File: src/rtl/gesture_code_matcher.sv
// gesture_code_matcher
//   Proximity-gesture code lock. The near/far input is synchronised and sampled
//   once per internal sample tick. The samples are matched MSB-first against one
//   of NUM_CODES selectable codes. The block also provides auto-relock, forced
//   relock, failed-attempt counting with a timed lockout, and progress/status
//   outputs.
// Ports
//   clock, reset  system clock; asynchronous active-high reset
//   near          raw proximity bit (asynchronous to clock)
//   codes         packed code table, code k = codes[k*CODE_LEN +: CODE_LEN]
//   code_sel      index of the active code (sampled when an entry starts)
//   lock_req      level; forces relock / aborts an entry in progress
//   tick          one-cycle sample strobe
//   progress      bits matched so far in the current entry
//   fail_count    consecutive failed attempts (saturating)
//   unlocked      high in UNLOCKED
//   locked_out    high in LOCKOUT
//   state         IDLE=0 ENTRY=1 UNLOCKED=2 LOCKOUT=3
module gesture_code_matcher #(
  parameter int CODE_LEN      = 9,
  parameter int NUM_CODES     = 4,
  parameter int SAMPLE_DIV    = 25000000,
  parameter int MAX_FAILS     = 3,
  parameter int LOCKOUT_TICKS = 20,
  parameter int UNLOCK_TICKS  = 10,
  localparam int SEL_W  = (NUM_CODES > 1) ? $clog2(NUM_CODES) : 1,
  localparam int PROG_W = $clog2(CODE_LEN + 1),
  localparam int FAIL_W = $clog2(MAX_FAILS + 1)
) (
  input  logic                          clock,
  input  logic                          reset,
  input  logic                          near,
  input  logic [NUM_CODES*CODE_LEN-1:0] codes,
  input  logic [SEL_W-1:0]              code_sel,
  input  logic                          lock_req,
  output logic                          tick,
  output logic [PROG_W-1:0]             progress,
  output logic [FAIL_W-1:0]             fail_count,
  output logic                          unlocked,
  output logic                          locked_out,
  output logic [1:0]                    state
);

  localparam int DIV_W   = $clog2(SAMPLE_DIV);
  localparam int TMR_MAX = (LOCKOUT_TICKS > UNLOCK_TICKS) ? LOCKOUT_TICKS : UNLOCK_TICKS;
  localparam int TMR_W   = (TMR_MAX > 0) ? $clog2(TMR_MAX + 1) : 1;

  typedef enum logic [1:0] {
    IDLE     = 2'd0,
    ENTRY    = 2'd1,
    UNLOCKED = 2'd2,
    LOCKOUT  = 2'd3
  } state_t;

  state_t                state_q, state_d;
  logic [DIV_W-1:0]      div_q, div_d;
  logic                  sync1_q, sync2_q;
  logic [CODE_LEN-1:0]   code_q, code_d;
  logic [PROG_W-1:0]     prog_q, prog_d;
  logic [FAIL_W-1:0]     fail_q, fail_d;
  logic [TMR_W-1:0]      timer_q, timer_d;
  logic                  tick_q, unlocked_q, locked_out_q;

  logic                  tick_int;
  logic                  near_s;
  logic                  sel_ok;
  logic [CODE_LEN-1:0]   sel_code;
  logic [CODE_LEN-1:0]   code_shift;
  logic                  exp_bit;
  logic                  do_fail;
  logic [FAIL_W-1:0]     fail_inc;

  assign near_s = sync2_q;

  // Sample divider: wraps at SAMPLE_DIV-1, which is the deciding cycle.
  always_comb begin
    tick_int = (div_q == DIV_W'(SAMPLE_DIV - 1));
    div_d    = tick_int ? '0 : div_q + 1'b1;
  end

  // Code table mux; an out-of-range selector never starts an entry.
  always_comb begin
    sel_ok   = (int'(code_sel) < NUM_CODES);
    sel_code = '0;
    for (int k = 0; k < NUM_CODES; k++) begin
      if (int'(code_sel) == k) sel_code = codes[k*CODE_LEN +: CODE_LEN];
    end
  end

  // The next expected bit is latched[CODE_LEN-1-progress]. It is taken by
  // shifting the already-matched bits out of the top of the latched code.
  always_comb begin
    code_shift = code_q << prog_q;
    exp_bit    = code_shift[CODE_LEN-1];
  end

  always_comb begin
    state_d  = state_q;
    prog_d   = prog_q;
    fail_d   = fail_q;
    timer_d  = timer_q;
    code_d   = code_q;
    do_fail  = 1'b0;
    fail_inc = (fail_q == FAIL_W'(MAX_FAILS)) ? fail_q : fail_q + 1'b1;

    if (lock_req && (state_q == ENTRY || state_q == UNLOCKED)) begin
      // Forced relock wins over a coincident tick; fail_count is left alone.
      state_d = IDLE;
      prog_d  = '0;
      timer_d = '0;
    end else if (tick_int) begin
      case (state_q)
        IDLE: begin
          if (sel_ok && near_s) begin
            if (sel_code[CODE_LEN-1]) begin
              code_d = sel_code;
              if (CODE_LEN == 1) begin
                state_d = UNLOCKED;
                fail_d  = '0;
                timer_d = '0;
              end else begin
                state_d = ENTRY;
                prog_d  = PROG_W'(1);
              end
            end else begin
              do_fail = 1'b1;
            end
          end
        end
        ENTRY: begin
          if (near_s == exp_bit) begin
            if (int'(prog_q) + 1 == CODE_LEN) begin
              state_d = UNLOCKED;
              prog_d  = '0;
              fail_d  = '0;
              timer_d = '0;
            end else begin
              prog_d = prog_q + 1'b1;
            end
          end else begin
            do_fail = 1'b1;
          end
        end
        UNLOCKED: begin
          if (int'(timer_q) + 1 >= UNLOCK_TICKS) begin
            state_d = IDLE;
            timer_d = '0;
          end else begin
            timer_d = timer_q + 1'b1;
          end
        end
        LOCKOUT: begin
          if (int'(timer_q) + 1 >= LOCKOUT_TICKS) begin
            state_d = IDLE;
            timer_d = '0;
            fail_d  = '0;
          end else begin
            timer_d = timer_q + 1'b1;
          end
        end
        default: state_d = IDLE;
      endcase

      // A failing sample ends the attempt outright; it is not reused as a start.
      if (do_fail) begin
        prog_d = '0;
        fail_d = fail_inc;
        if (fail_inc == FAIL_W'(MAX_FAILS)) begin
          state_d = LOCKOUT;
          timer_d = '0;
        end else begin
          state_d = IDLE;
        end
      end
    end
  end

  always_ff @(posedge clock or posedge reset) begin
    if (reset) begin
      state_q      <= IDLE;
      div_q        <= '0;
      sync1_q      <= 1'b0;
      sync2_q      <= 1'b0;
      code_q       <= '0;
      prog_q       <= '0;
      fail_q       <= '0;
      timer_q      <= '0;
      tick_q       <= 1'b0;
      unlocked_q   <= 1'b0;
      locked_out_q <= 1'b0;
    end else begin
      state_q      <= state_d;
      div_q        <= div_d;
      sync1_q      <= near;
      sync2_q      <= sync1_q;
      code_q       <= code_d;
      prog_q       <= prog_d;
      fail_q       <= fail_d;
      timer_q      <= timer_d;
      tick_q       <= tick_int;
      unlocked_q   <= (state_d == UNLOCKED);
      locked_out_q <= (state_d == LOCKOUT);
    end
  end

  assign tick       = tick_q;
  assign progress   = prog_q;
  assign fail_count = fail_q;
  assign unlocked   = unlocked_q;
  assign locked_out = locked_out_q;
  assign state      = state_q;

endmodule
File: config.mk
export PLATFORM = sky130hd
export DESIGN_NAME = gesture_code_matcher
export DESIGN_NICKNAME = d
export VERILOG_FILES = /design/src/rtl/gesture_code_matcher.sv
export SDC_FILE = /design/constraint.sdc
export NUM_CORES = 1
export LEC_CHECK = 0
export CORE_UTILIZATION = 30
export CTS_CLUSTER_DIAMETER = 30
export DETAILED_ROUTE_END_ITERATION = 10
export PLACE_DENSITY = 0.62
export SLEW_MARGIN = 20
export SYNTH_ARGS = -nofsm -noshare
export SYNTH_HDL_FRONTEND = slang
export SYNTH_SLANG_ARGS = --single-unit
File: constraint.sdc
create_clock -name clock -period 2.8 [get_ports clock]
set_input_delay 0.56 -clock clock [delete_from_list [all_inputs] [get_ports clock]]
set_output_delay 0.56 -clock clock [all_outputs]
set_load 0.1 [all_outputs]
==> results.cfg, run 1 <==
[floorplanning]
rows = 38
start_util_pct = 30.7
die_h_um = 107
die_area_mm2 = 0.0115
die_w_um = 107
core_mm2 = 0.0108
io_pins = 53

[drt]
wl_per_cell_um = 13.4
drt-initial-drc-count = 245
drtPass1Iterations = 4
route.detailed.drc = 0
drt_wl_total_mm = 7.05
ant_nets = 0
vias = 2643
via_per_inst = 5.04

[global_routing]
top_usage_layer = met2
grtUsageMet3_pct = 2.31
grt_max_degree = 36
grt_overflow = 0
grt_first_pass_wirelength_mm = 12.2
grtUsageMet1_pct = 17.9
antenna_found_initial = 0
gr-usage-met2_pct = 21.2
grt_pass1_vias = 2631
track_usage_pct = 13.2

[layout]
antennaDiodeCount = 0
final_core_util_pct = 37.8
fillers = 1072
stdcell_area_mm2 = 0.00408
drive_gt1_share_pct = 17.7
nets = 434
area_growth_pct = 23.1

[power_and_ir_drop]
ir_drop_uv = 170
p_leak_nw = 1.75
power_density_mw_per_mm2 = 340

[sta]
slew_headroom_pct = 64.3
drv_slew = 0
fin_crit_ps = 2490
fmax_mhz = 402
skew_ps = 8.04
timing.setup.tns_ps = 0
hold_viol_final = 0
grt_setup_unrepaired = no
setup_ws_ps = 312
worst_hold_slack_ps = 359
setup_viol = 0
min_period_over_period_pct = 88.8
worstMarginPinSlew_ps = 532

[critical_path]
reg2reg_from = div_q[9]
crit_end = code_q[7]
worstRegToRegCells = 5
required_ps = 3000
crit_arrival_ps = 2690
end_kind = flop
r2r-end = code_q[7]
crit_path_start = div_q[9]
start_kind = flop
critPathKind = reg -> reg
r2r_slack_ps = 310
critPathMaxFanout = 9

[synthesis]
synthFlopType = dfrtp_1
yosys-top-cells-count = dfrtp_1 (52), nor2_1 (31), nand2_1 (29), nand3_1 (27), inv_1 (14)
synth_top_area_cell = dfrtp_1
netlist_top_cells_area = dfrtp_1 (39%), mux4_2 (6.8%), nand3_1 (4.1%), nor2_1 (3.5%), ha_1 (3.4%)
syn_avg_cell_area_um2 = 10.1
synthCells = 327
async_flop_share_pct = 100
netlist_area_mm2 = 0.00331
syn_nets = 378
ys_ff_latch = 52
synth-edff-count = 0
yosysUniqueCellTypes = 68
synth_most_common_cell = dfrtp_1
seq_area_frac_synth_pct = 39.3
synth_top_area_share_pct = 39.3
ys_warn_count = 0

[place]
hpwl_mm = 5.52
gp_congestion = 0.907
place_area_mm2 = 0.00397
post-place-ws_ps = 191
io_buffers = 52

[cts]
clock-sinks = 52
cts-hold-fix-buffers = 0
cts_resized = 0
numCtsBuffers = 5
clkTransAtPathRegs_ps = 90
clockRootBuffer = clkbuf_8
clock_latency_ps = 310
cts_tree = done
clock_path_buffers = 2
post_cts_buffers = 0
htree_levels = 2

[status]
run_status = completed

[worst_hold_path]
worstHoldStart = sync1_q
hp-class = reg -> reg

[run]
maxCapViolations = 0
logic make-up (layout without fill, tap and decap cells):
kind of cell,count (synthesis),count (layout),synth area share (%)
adder cells (fa/ha/maj),9,9,3.40
multiplexers,22,22,10.7
flip-flops,52,52,39.3
AO/OA/AOI/OAI,45,45,11.1
buffers and inverters,25,82,4.23
XOR/XNOR,25,25,6.84
AND/OR/NAND/NOR,149,149,24.5
stage by stage:
step / total power, mW / cells
6_report: 1.39 / 524
5_1_grt: 1.45 / 524
4_1_cts: 1.41 / 524
3_5_place_dp: 0.882 / 516
3_3_place_gp: 0.880 / 516
2_1_floorplan: 0.812 / 327
area by class of cell:
class	count	area, µm²	area share (%)
Clock buffer	5	68.8	1.69
Multi-Input combinational cell	250	1870	45.9
Sequential cell	52	1300	32.0
Inverter	14	52.6	1.29
Tap cell	140	175	4.29
Clock inverter	3	42.5	1.04
Timing Repair Buffer	60	566	13.9
cell usage in the layout (no fill, tap or decap), types with 3 or more instances in the layout:
cell type / netlist / final
ha_1: 9 / 9
mux4_2: 10 / 10
o211ai_1: 3 / 3
a31oi_1: 3 / 3
mux2i_1: 4 / 4
nand4_1: 4 / 4
xor2_1: 12 / 12
nand2_1: 29 / 29
xnor2_1: 12 / 12
a21oi_1: 8 / 8
o21ai_0: 7 / 7
nor2_1: 31 / 31
clkbuf_8: 3 / 5
and2_1: 3 / 3
or2_2: 4 / 4
inv_1: 14 / 13
buf_4: 2 / 18
dfrtp_1: 52 / 50
nand3_1: 27 / 27
nor3_1: 8 / 8
mux2_2: 8 / 8
nor2b_1: 3 / 3
nand3b_1: 6 / 6
and3_1: 4 / 4
clkdlybuf4s50_1: 0 / 41
nor4_1: 5 / 5
or3_1: 3 / 3
worst max-delay path, stage by stage, from the launching register on:
cell and delay, ps:
dfrtp_1 430, or4b_1 590, nor4_1 290, nand3_1 250
nor2_2 430, mux2_2 380
worst min-delay path by stage:
stage / to / slack, ps / depth (start not counted)
after CTS: near_s / 360 / 0
after global placement: near_s / 340 / 0
after floorplan: near_s / 330 / 0
final: near_s / 360 / 0
after detailed placement: near_s / 340 / 0
after global routing: near_s / 370 / 0
power by group:
part	leakage [nW]	switching [mW]	internal, mW	total (mW)
sequential	0.665	0.00262	0.752	0.754
clock	0.0541	0.259	0.265	0.524
combinational	1.03	0.0335	0.0764	0.110
flip-flops by register name, indices dropped and copies added, names as in the netlist:
| name | count |
|---|---|
| div_q | 25 |
| code_q | 9 |
| timer_q | 5 |
| progress | 4 |
| fail_count | 2 |
| state | 2 |
| locked_out | 1 |
| near_s | 1 |
| sync1_q | 1 |
| tick | 1 |
| unlocked | 1 |
routing by layer:
metal  vias up  part of all wire, %
met1      1259                   48
met3         8                  4.5
li1       1296                    -
met5         -                    0
met2        80                   46
met4         0                  1.4
Power figures use the tool's default switching activity.
==> run 2: changes to the inputs <==
--- a/config.mk
+++ b/config.mk
@@ -5,10 +5,11 @@
 export SDC_FILE = /design/constraint.sdc
 export NUM_CORES = 1
 export LEC_CHECK = 0
-export CORE_UTILIZATION = 30
+export CORE_UTILIZATION = 50
 export CTS_CLUSTER_DIAMETER = 30
 export DETAILED_ROUTE_END_ITERATION = 10
-export PLACE_DENSITY = 0.62
+export GPL_TIMING_DRIVEN = 0
+export PLACE_DENSITY = 0.87
 export SLEW_MARGIN = 20
 export SYNTH_ARGS = -nofsm -noshare
 export SYNTH_HDL_FRONTEND = slang
==> run 2 against run 1 <==
  * Utilization up 25 points
  * Die area shrank 39%
  * Global-route usage increased by 8.2 points
  * Worst setup slack got worse by 88 ps
  * Critical path depth shrank 4
  * Final area fell by 1.4%
  * Clock skew is 3.7 ps higher
  * Register-to-register slack worse by 60 ps
  * Clock power fell by 15%
  * Cell count decreased by 12%
  * Clock-buffer cell count unchanged
  * Fmax down 3.4%
==> results.cfg, run 2 (same netlist as run 1, synthesis figures left out) <==
[cts]
cts-hold-fix-buffers = 0
clockRootBuffer = clkbuf_8
htree_levels = 2
numCtsBuffers = 5
cts_resized = 0
clkTransAtPathRegs_ps = 100
clock-sinks = 52
clock_path_buffers = 2
cts_tree = done
post_cts_buffers = 0
clock_latency_ps = 320

[drt]
route.detailed.drc = 0
drt-initial-drc-count = 245
ant_nets = 0
wl_per_cell_um = 15.3
drtPass1Iterations = 4
via_per_inst = 5.81
vias = 2690
drt_wl_total_mm = 7.09

[critical_path]
cp_top_family = buffers and inverters
critPathMaxFanout = 9
crit_slowest_cell = clkdlybuf4s50_1
critPathKind = reg -> out
worstPathCellList = clkdlybuf4s50_1
required_ps = 2240
path_buf_inv = 1
critPathMaxStageDelay_ps = 1190
end_kind = output port
crit_arrival_ps = 2020
start_kind = flop

[global_routing]
grt_overflow = 0
grt_first_pass_wirelength_mm = 12.1
antenna_found_initial = 0
track_usage_pct = 21.4
grt_max_degree = 34
grt_pass1_vias = 2691

[power_and_ir_drop]
power_density_mw_per_mm2 = 325
finalPower_mw = 1.31
ir_drop_uv = 221
p_leak_nw = 1.73

[layout]
layoutNonFillerInstCount = 463
fillers = 521
largest_register_ffs = 25
area_growth_pct = 21.5
stdcell_area_mm2 = 0.00402
drive_gt1_share_pct = 14.8
regMostFlops = div_q
reg_top3 = div_q (25), code_q (9), timer_q (5)
layout_common_cells = dfrtp_1 (50), clkdlybuf4s50_1 (50), nor2_1 (31)
antennaDiodeCount = 0
nets = 436

[place]
io_buffers = 50
gp_congestion = 0.892
place_inst = 455
hpwl_mm = 5.27
post-place-ws_ps = 279
place_area_mm2 = 0.00393

[sta]
setup_ws_ps = 224
slew_headroom_pct = 34.5
timing.setup.tns_ps = 0
fin_crit_ps = 2580
drv_slew = 0
min_period_over_period_pct = 92.0
worstMarginPinSlew_ps = 979
setup_viol = 0
fmax_mhz = 388
grt_setup_unrepaired = no
hold_viol_final = 0
skew_ps = 11.7

[run]
maxCapViolations = 0

[floorplanning]
die_h_um = 83.4
rows = 29
core_mm2 = 0.00639
die_w_um = 83.4
io_pins = 53
start_util_pct = 51.9
die_area_mm2 = 0.00696

[worst_hold_path]
hp-class = reg -> reg

[status]
run_status = completed
==> run 2: metrics by stage <==
stage                     hold slack [ps]  util, %
after floorplan                       331        -
after global placement                335     61.3
after detailed placement              341     61.6
after CTS                             367     63.0
after global routing                  376     63.0
final                                 369     63.0
==> run 2: cell type report <==
cell class / instances / area (µm²) / area share [%]
multi-input cells: 250 / 1870 / 46.5
flip-flops and latches: 52 / 1300 / 32.4
repair buffers: 51 / 520 / 12.9
well taps: 77 / 96.3 / 2.39
plain buffers: 11 / 87.6 / 2.18
clock buffers: 5 / 68.8 / 1.71
inverters: 14 / 52.6 / 1.31
clock inverters: 3 / 22.5 / 0.560
==> run 2: final timing paths <==
check	startpoint	to	slack, ps	cells past startpoint
max	progress[3]	progress[3]	220	1
min	sync1_q	near_s	370	0
max reg2reg	progress[1]	timer_q[1]	250	8
min reg2reg	sync1_q	near_s	370	0
max in group asynchronous	reset	timer_q[4]	1730	3
min in group asynchronous	reset	sync1_q	550	2
==> run 2: power by group <==
part,internal [mW],leakage [nW],switching (mW)
clock,0.180,0.0485,0.266
sequential,0.752,0.665,0.000636
combinational,0.0746,1.02,0.0362
total,1.01,1.73,0.303
==> run 2: per-layer routing <==
metal / track usage (%) / up-vias / part of all wire (%)
met5: 0 / - / 0
met4: 5.80 / 0 / 1.3
met3: 3.28 / 9 / 4.5
met2: 37.6 / 82 / 50
met1: 27.5 / 1294 / 45
li1: - / 1305 / -
